### src/rtl/mycpu_pkg.sv
// Shared CPU-side types for the memory-mapped I/O unit: register map,
// timer FSM encoding, STATUS bit positions and an address-decode helper.
package mycpu_pkg;

  typedef enum logic [2:0] {
    IO_GPIO_OUT  = 3'd0,
    IO_GPIO_IN   = 3'd1,
    IO_TMR_CNT   = 3'd2,
    IO_TMR_CMP   = 3'd3,
    IO_TMR_CTRL  = 3'd4,
    IO_STATUS    = 3'd5,
    IO_IRQ_MASK  = 3'd6,
    IO_RSVD      = 3'd7
  } io_addr_t;

  typedef enum logic [1:0] {
    T_IDLE = 2'b00,
    T_RUN  = 2'b01,
    T_DONE = 2'b10
  } timer_state_t;

  localparam int STAT_TMR_BIT  = 0;
  localparam int STAT_EDGE_BIT = 1;

  // Only the eight lowest addresses are backed by registers.
  function automatic logic io_is_mapped(input logic [15:0] addr);
    return (addr[15:3] == 13'd0);
  endfunction

endpackage

### src/rtl/io_timer.sv
// Compare timer for io_unit: prescaler, IDLE/RUN/DONE FSM and 16-bit counter.
// Only compiled when IO_UNIT_TIMER_EN is defined.
`ifdef IO_UNIT_TIMER_EN
module io_timer
  import mycpu_pkg::*;
#(
  parameter int PRESCALE = 1
) (
  input  logic         clk,
  input  logic         rst,
  input  logic         ctrl_we,
  input  logic         ctrl_en,
  input  logic         reload,
  input  logic [15:0]  cmp,
  output logic [15:0]  cnt,
  output timer_state_t state,
  output logic         expire
);

  localparam logic [15:0] PRESC_LAST = 16'(PRESCALE - 1);

  timer_state_t state_r;
  timer_state_t state_nxt_s;
  logic [15:0]  cnt_r;
  logic [15:0]  presc_r;
  logic         tick_s;
  logic         match_s;
  logic         start_s;
  logic         stop_s;
  logic         cnt_clr_s;
  logic         cnt_inc_s;
  logic         presc_clr_s;
  logic         expire_s;

  assign tick_s  = (state_r == T_RUN) && (presc_r == PRESC_LAST);
  assign match_s = (cnt_r == cmp);
  assign start_s = ctrl_we & ctrl_en;
  assign stop_s  = ctrl_we & ~ctrl_en;

  // State register.
  always_ff @(posedge clk) begin
    if (rst) begin
      state_r <= T_IDLE;
    end else begin
      state_r <= state_nxt_s;
    end
  end

  // Next-state logic: a CTRL write overrides whatever the FSM was doing.
  always_comb begin
    state_nxt_s = state_r;
    if (start_s) begin
      state_nxt_s = T_RUN;
    end else if (stop_s) begin
      state_nxt_s = T_IDLE;
    end else begin
      case (state_r)
        T_IDLE: state_nxt_s = T_IDLE;
        T_RUN: begin
          if (tick_s && match_s && !reload) begin
            state_nxt_s = T_DONE;
          end else begin
            state_nxt_s = T_RUN;
          end
        end
        T_DONE:  state_nxt_s = T_DONE;
        default: state_nxt_s = T_IDLE;
      endcase
    end
  end

  // Output logic: counter/prescaler controls and the expiry pulse.
  always_comb begin
    cnt_clr_s   = 1'b0;
    cnt_inc_s   = 1'b0;
    presc_clr_s = 1'b0;
    expire_s    = 1'b0;
    if (start_s) begin
      cnt_clr_s   = 1'b1;
      presc_clr_s = 1'b1;
    end else if (stop_s) begin
      presc_clr_s = 1'b1;
    end else if (tick_s) begin
      if (match_s) begin
        expire_s  = 1'b1;
        cnt_clr_s = reload;
      end else begin
        cnt_inc_s = 1'b1;
      end
    end else begin
      cnt_clr_s = 1'b0;
    end
  end

  // Counter and prescaler; CNT naturally wraps FFFF->0 when CMP was set below it.
  always_ff @(posedge clk) begin
    if (rst) begin
      cnt_r   <= 16'h0000;
      presc_r <= 16'h0000;
    end else begin
      if (cnt_clr_s) begin
        cnt_r <= 16'h0000;
      end else if (cnt_inc_s) begin
        cnt_r <= cnt_r + 16'h0001;
      end
      if (presc_clr_s || tick_s) begin
        presc_r <= 16'h0000;
      end else if (state_r == T_RUN) begin
        presc_r <= presc_r + 16'h0001;
      end
    end
  end

  assign cnt    = cnt_r;
  assign state  = state_r;
  assign expire = expire_s;

endmodule
`endif

### src/rtl/io_unit.sv
// Memory-mapped I/O responder for IOR/IOW: GPIO, input edge detector,
// optional compare timer (build with IO_UNIT_TIMER_EN) and a level interrupt.
// Read data is combinational so the register file captures it in EX0.
module io_unit
  import mycpu_pkg::*;
#(
  parameter int GPIO_W   = 8,
  parameter int PRESCALE = 1
) (
  input  logic              clk,
  input  logic              rst,
  input  logic              iom_in,
  input  logic              wen_in,
  input  logic [15:0]       addr_in,
  input  logic [15:0]       data_in,
  output logic [15:0]       data_out,
  input  logic [GPIO_W-1:0] gpio_in,
  output logic [GPIO_W-1:0] gpio_out,
  output logic              irq_out
);

  io_addr_t     reg_sel_s;
  logic         wr_s;
  logic [GPIO_W-1:0] gpio_out_r;
  logic [GPIO_W-1:0] sync1_r;
  logic [GPIO_W-1:0] sync2_r;
  logic [GPIO_W-1:0] prev_r;
  logic [1:0]   stat_r;
  logic [1:0]   stat_nxt_s;
  logic [1:0]   mask_r;
  logic         edge_s;
  logic         tmr_set_s;
  logic [15:0]  tmr_cnt_s;
  logic [15:0]  tmr_cmp_s;
  logic [1:0]   tmr_ctrl_s;
  timer_state_t tmr_state_s;
  logic [15:0]  rd_s;

  assign reg_sel_s = io_addr_t'(addr_in[2:0]);
  assign wr_s      = iom_in & ~wen_in & io_is_mapped(addr_in);
  assign edge_s    = |(sync2_r & ~prev_r);

`ifdef IO_UNIT_TIMER_EN
  logic [15:0] cmp_r;
  logic [1:0]  ctrl_r;

  // Timer configuration registers.
  always_ff @(posedge clk) begin
    if (rst) begin
      cmp_r  <= 16'h0000;
      ctrl_r <= 2'b00;
    end else begin
      if (wr_s && (reg_sel_s == IO_TMR_CMP)) begin
        cmp_r <= data_in;
      end
      if (wr_s && (reg_sel_s == IO_TMR_CTRL)) begin
        ctrl_r <= data_in[1:0];
      end
    end
  end

  io_timer #(.PRESCALE(PRESCALE)) u_timer (
    .clk     (clk),
    .rst     (rst),
    .ctrl_we (wr_s && (reg_sel_s == IO_TMR_CTRL)),
    .ctrl_en (data_in[0]),
    .reload  (ctrl_r[1]),
    .cmp     (cmp_r),
    .cnt     (tmr_cnt_s),
    .state   (tmr_state_s),
    .expire  (tmr_set_s)
  );

  assign tmr_cmp_s  = cmp_r;
  assign tmr_ctrl_s = ctrl_r;
`else
  logic unused_s;

  assign tmr_cnt_s   = 16'h0000;
  assign tmr_cmp_s   = 16'h0000;
  assign tmr_ctrl_s  = 2'b00;
  assign tmr_state_s = T_IDLE;
  assign tmr_set_s   = 1'b0;
  assign unused_s    = ^{data_in, (PRESCALE > 0)};
`endif

  // Two-flop input synchronizer plus a delayed copy for rising-edge detection.
  always_ff @(posedge clk) begin
    if (rst) begin
      sync1_r <= '0;
      sync2_r <= '0;
      prev_r  <= '0;
    end else begin
      sync1_r <= gpio_in;
      sync2_r <= sync1_r;
      prev_r  <= sync2_r;
    end
  end

  // STATUS flags: hardware set beats a same-cycle write-one-to-clear.
  always_comb begin
    stat_nxt_s = stat_r;
    if (wr_s && (reg_sel_s == IO_STATUS)) begin
      stat_nxt_s = stat_r & ~data_in[1:0];
    end else begin
      stat_nxt_s = stat_r;
    end
    if (tmr_set_s) begin
      stat_nxt_s[STAT_TMR_BIT] = 1'b1;
    end else begin
      stat_nxt_s[STAT_TMR_BIT] = stat_nxt_s[STAT_TMR_BIT];
    end
    if (edge_s) begin
      stat_nxt_s[STAT_EDGE_BIT] = 1'b1;
    end else begin
      stat_nxt_s[STAT_EDGE_BIT] = stat_nxt_s[STAT_EDGE_BIT];
    end
  end

  // Software-visible registers: GPIO output, STATUS and IRQ mask.
  always_ff @(posedge clk) begin
    if (rst) begin
      gpio_out_r <= '0;
      stat_r     <= 2'b00;
      mask_r     <= 2'b00;
    end else begin
      stat_r <= stat_nxt_s;
      if (wr_s && (reg_sel_s == IO_GPIO_OUT)) begin
        gpio_out_r <= data_in[GPIO_W-1:0];
      end
      if (wr_s && (reg_sel_s == IO_IRQ_MASK)) begin
        mask_r <= data_in[1:0];
      end
    end
  end

  // Combinational read mux; narrow GPIO values are zero-extended.
  always_comb begin
    rd_s = 16'h0000;
    if (iom_in && io_is_mapped(addr_in)) begin
      case (reg_sel_s)
        IO_GPIO_OUT: rd_s[GPIO_W-1:0] = gpio_out_r;
        IO_GPIO_IN:  rd_s[GPIO_W-1:0] = sync2_r;
        IO_TMR_CNT:  rd_s = tmr_cnt_s;
        IO_TMR_CMP:  rd_s = tmr_cmp_s;
        IO_TMR_CTRL: rd_s = {14'h0000, tmr_ctrl_s};
        IO_STATUS:   rd_s = {12'h000, tmr_state_s, stat_r};
        IO_IRQ_MASK: rd_s = {14'h0000, mask_r};
        IO_RSVD:     rd_s = 16'h0000;
        default:     rd_s = 16'h0000;
      endcase
    end else begin
      rd_s = 16'h0000;
    end
  end

  assign data_out = rd_s;
  assign gpio_out = gpio_out_r;
  assign irq_out  = |(stat_r & mask_r);

endmodule
### config.mk
export PLATFORM = sky130hd
export DESIGN_NAME = io_unit
export DESIGN_NICKNAME = d
export VERILOG_FILES = /design/src/rtl/mycpu_pkg.sv /design/src/rtl/io_timer.sv /design/src/rtl/io_unit.sv
export SDC_FILE = /design/constraint.sdc
export NUM_CORES = 1
export LEC_CHECK = 0
export BUFFER_PORTS_ARGS = -buffer_cell sky130_fd_sc_hd__buf_2
export CORE_MARGIN = 2
export CORE_UTILIZATION = 34
export CTS_CLUSTER_DIAMETER = 40
export DETAILED_ROUTE_END_ITERATION = 6
export GPL_TIMING_DRIVEN = 0
export MAX_ROUTING_LAYER = met4
export SLEW_MARGIN = 20
export SYNTH_ARGS = -nofsm -noshare
export SYNTH_HDL_FRONTEND = slang
export SYNTH_SLANG_ARGS = --single-unit
export TNS_END_PERCENT = 1
### constraint.sdc
create_clock -name clk -period 3.3 [get_ports clk]
set_input_delay 0.66 -clock clk [delete_from_list [all_inputs] [get_ports clk]]
set_output_delay 0.66 -clock clk [all_outputs]
set_load 0.03 [all_outputs]
==> results.sh <==
export IMPL_outcome="finished clean"
export IMPL_ios=69
export IMPL_final_antenna_net_count=0
export IMPL_tritoncts="built"
export IMPL_drc=0
export IMPL_place_congestion=0.8234
export IMPL_grt_pass1_wl_um=5147
export IMPL_synth_area_mm2=0.001580
export IMPL_placementRows=24
export IMPL_swShare_pct=21.92
export IMPL_synth_cells=159
export IMPL_instances_no_fill=277
export IMPL_die_area_mm2=0.005209
export IMPL_holdCritPathClass="flop to flop"
export IMPL_antenna_found_initial=0
export IMPL_cp_data_arrival_time_ns=2.23
export IMPL_track_usage_pct=13.45
export IMPL_synth_warnings=0
export IMPL_synth_seq_cells=36
export IMPL_syn_area_per_cell_um2=9.939
export IMPL_cp_start_kind="input port"
export IMPL_p_switching_w=0.0002009
export IMPL_cts_root_buffer="clkbuf_8"
export IMPL_route_vias_total=1239
export IMPL_tns_ns=0
export IMPL_peakVddDrop_mv=0.2440
export IMPL_drv_cap=0
export IMPL_grt_pass1_vias=1118
export IMPL_die_h_um=72.18
export IMPL_p_per_area_mw_per_mm2=450.5
export IMPL_dr_pass1_iters=4
export IMPL_r2r_start="sync2_r[3]"
export IMPL_h_tree_depth=2
export IMPL_hold_viol_final=0
export IMPL_postCtsSetupBuffers=0
export IMPL_period_share_pct=87.71
export IMPL_grt_max_degree=12
export IMPL_seq_area_um2=720.7
export IMPL_wl_per_cell_um=11.49
export IMPL_min_from="sync1_r[2]"
export IMPL_pwr_share_comb_pct=10.2
export IMPL_setup_viol=0
export IMPL_drive_gt1_share_pct=33.33
export IMPL_critPathKind="input port to primary output"
export IMPL_critPathMaxFanout=7
export IMPL_clock_sinks=36
export IMPL_cts_made_buffers=5
export IMPL_ys_seq_area_share_pct=45.61
export IMPL_slew_violations=0
export IMPL_cts_buffer_depth=2
export IMPL_fmaxAchievable_mhz=345.5
export IMPL_worstSkewPairLatency_ns=0.28
export IMPL_fill_cells=444
export IMPL_period_needed_ns=2.895
export IMPL_viasPerCell=4.473
export IMPL_wl_um=3184
export IMPL_io_buffers=51
export IMPL_core_region_area_mm2=0.004414
export IMPL_startpoint="addr_in[11]"
export IMPL_cts_repair_resized=0
export IMPL_multi_input_area_um2=778.2
export IMPL_hpwl_um=2502
export IMPL_yosysUniqueCellTypes=29
export IMPL_die_x_um=72.18
export IMPL_start_util_pct=35.80
export IMPL_nets=268
export IMPL_internal_power_w=0.0007156
export IMPL_worstSetupEndpointType="primary output"
export IMPL_diodes=0
export IMPL_required_ns=2.64
export IMPL_rsz0062_at_grt="false"
export IMPL_p_leak_nw=0.8899
export IMPL_drt_initial_drc_count=43
export IMPL_slew_headroom_pct=64.92
export IMPL_overflow=0
export IMPL_dp_cells=269
export IMPL_hold_buffers=0
export IMPL_tightest_slew_ns=0.5245
export IMPL_finalClockSkew_ns=0.004398
export IMPL_p_clk_share_pct=40.5
export IMPL_pwr_share_seq_pct=49.3
export IMPL_areaGrowthSynthToFinish_pct=28.74
export IMPL_clk_pin_slew_worst_paths_ns=0.07
## worst paths after layout
check,endpoint,slack [ns],cells past startpoint
worst min-delay path,sync2_r[2],0.44,1
worst max register to register,stat_r[1],2.37,4
worst max-delay path,data_out[4],0.41,7
worst min register to register,sync2_r[2],0.44,1
## cell families (layout without fill, tap and decap cells)
family,Yosys count,in the layout,share of synthesized area (%)
AND/OR/NAND/NOR,73,73,31.67
flip-flops,36,36,45.61
buffers and inverters,20,79,6.810
multiplexers,16,16,10.13
AO/OA/AOI/OAI,13,13,5.542
other,1,8,0.2373
## stage by stage
stage | total power (W) | cell area [um2] | setup slack, ns | hold slack, ns | utilization (%)
floorplan | 0.0005195 | 1607 | 0.5994 | 0.4138 | -
global placement | 0.0005539 | 1927 | 0.4093 | 0.4163 | 43.65
detailed placement | 0.0005557 | 1927 | 0.4026 | 0.4246 | 43.65
CTS | 0.0009290 | 2034 | 0.3974 | 0.4416 | 46.09
global route | 0.0009577 | 2034 | 0.3100 | 0.4603 | 46.09
finish | 0.0009165 | 2034 | 0.4055 | 0.4381 | 46.09
## cell type report
type | instances | area share [%]
clock inverter | 2 | 1.722
inverter | 5 | 0.9225
multi-input combinational | 110 | 38.25
clock buffer | 6 | 3.567
buffer | 15 | 4.367
timing repair buffer | 51 | 12.55
sequential | 36 | 35.42
tap | 52 | 3.198
## cells in the mapped netlist
| cell type | n | area (um2) |
|---|---|---|
| a21oi_1 | 4 | 20.02 |
| a22o_1 | 1 | 8.760 |
| and2_1 | 1 | 6.260 |
| buf_2 | 2 | 10.01 |
| buf_4 | 8 | 60.06 |
| clkbuf_1 | 5 | 18.77 |
| conb_1 | 1 | 3.750 |
| dfxtp_1 | 36 | 720.7 |
| inv_1 | 5 | 18.77 |
| mux2i_1 | 16 | 160.2 |
| nand2_1 | 1 | 3.750 |
| nand2b_1 | 22 | 137.6 |
| nand3_1 | 2 | 10.01 |
| nand4_4 | 1 | 21.27 |
| nor2_1 | 13 | 48.80 |
| nor2b_1 | 21 | 131.4 |
| nor3_1 | 3 | 15.01 |
| nor3_4 | 1 | 16.27 |
| nor4_1 | 1 | 6.260 |
| nor4_4 | 2 | 42.54 |
| nor4b_2 | 1 | 15.01 |
| nor4b_4 | 1 | 23.77 |
| o2111ai_1 | 1 | 8.760 |
| o21a_1 | 2 | 15.01 |
| o21ai_0 | 1 | 5.000 |
| o22a_1 | 2 | 17.52 |
| o22ai_1 | 2 | 12.51 |
| or3_1 | 2 | 12.51 |
| or4b_2 | 1 | 10.01 |
## placed cells by master (no fill, tap or decap)
cell type and count:
buf_2 53, dfxtp_1 36, nand2b_1 22, nor2b_1 21, mux2i_1 16, nor2_1 13, buf_4 8, conb_1 8
clkbuf_1 6, inv_1 5, clkbuf_8 5, a21oi_1 4, nor3_1 3, nor4_4 2, or3_1 2, nand3_1 2
o21a_1 2, o22a_1 2, o22ai_1 2, nor4b_4 1, nand4_4 1, and2_1 1, a22o_1 1, nor3_4 1
nand2_1 1, nor4_1 1, o2111ai_1 1, or4b_2 1, o21ai_0 1, nor4b_2 1, bufinv_16 1, clkinv_2 1
## routing by layer
layer,up-vias,part of all wire (%),GRT usage (%)
met2,54,43,20.69
met5,-,0,-
li1,643,-,-
met1,536,45,15.96
met4,0,1.9,5.660
met3,6,9.8,4.722
## power groups by stage
stage	Sequential (W)	Combinational [W]	Clock (W)
global route	0.000453	0.000103	0.000402
floorplan	0.000460	0.0000593	0
finish	0.000452	0.0000933	0.000371
detailed placement	0.000462	0.0000938	0
global placement	0.000462	0.0000922	0
CTS	0.000452	0.0000942	0.000383
## flip-flops by register name, indices dropped and copies added (netlist names)
name and flops:
stat_r 2, prev_r 8, sync2_r 8, mask_r 2, gpio_out 8, sync1_r 8
## worst max-delay path, stage by stage
cell	delay, ns
buf_2	0.11
nor4_4	0.33
nand4_4	0.20
or3_1	0.34
clkbuf_1	0.18
nor2_1	0.19
buf_2	0.22
Power figures use the tool's default switching activity.
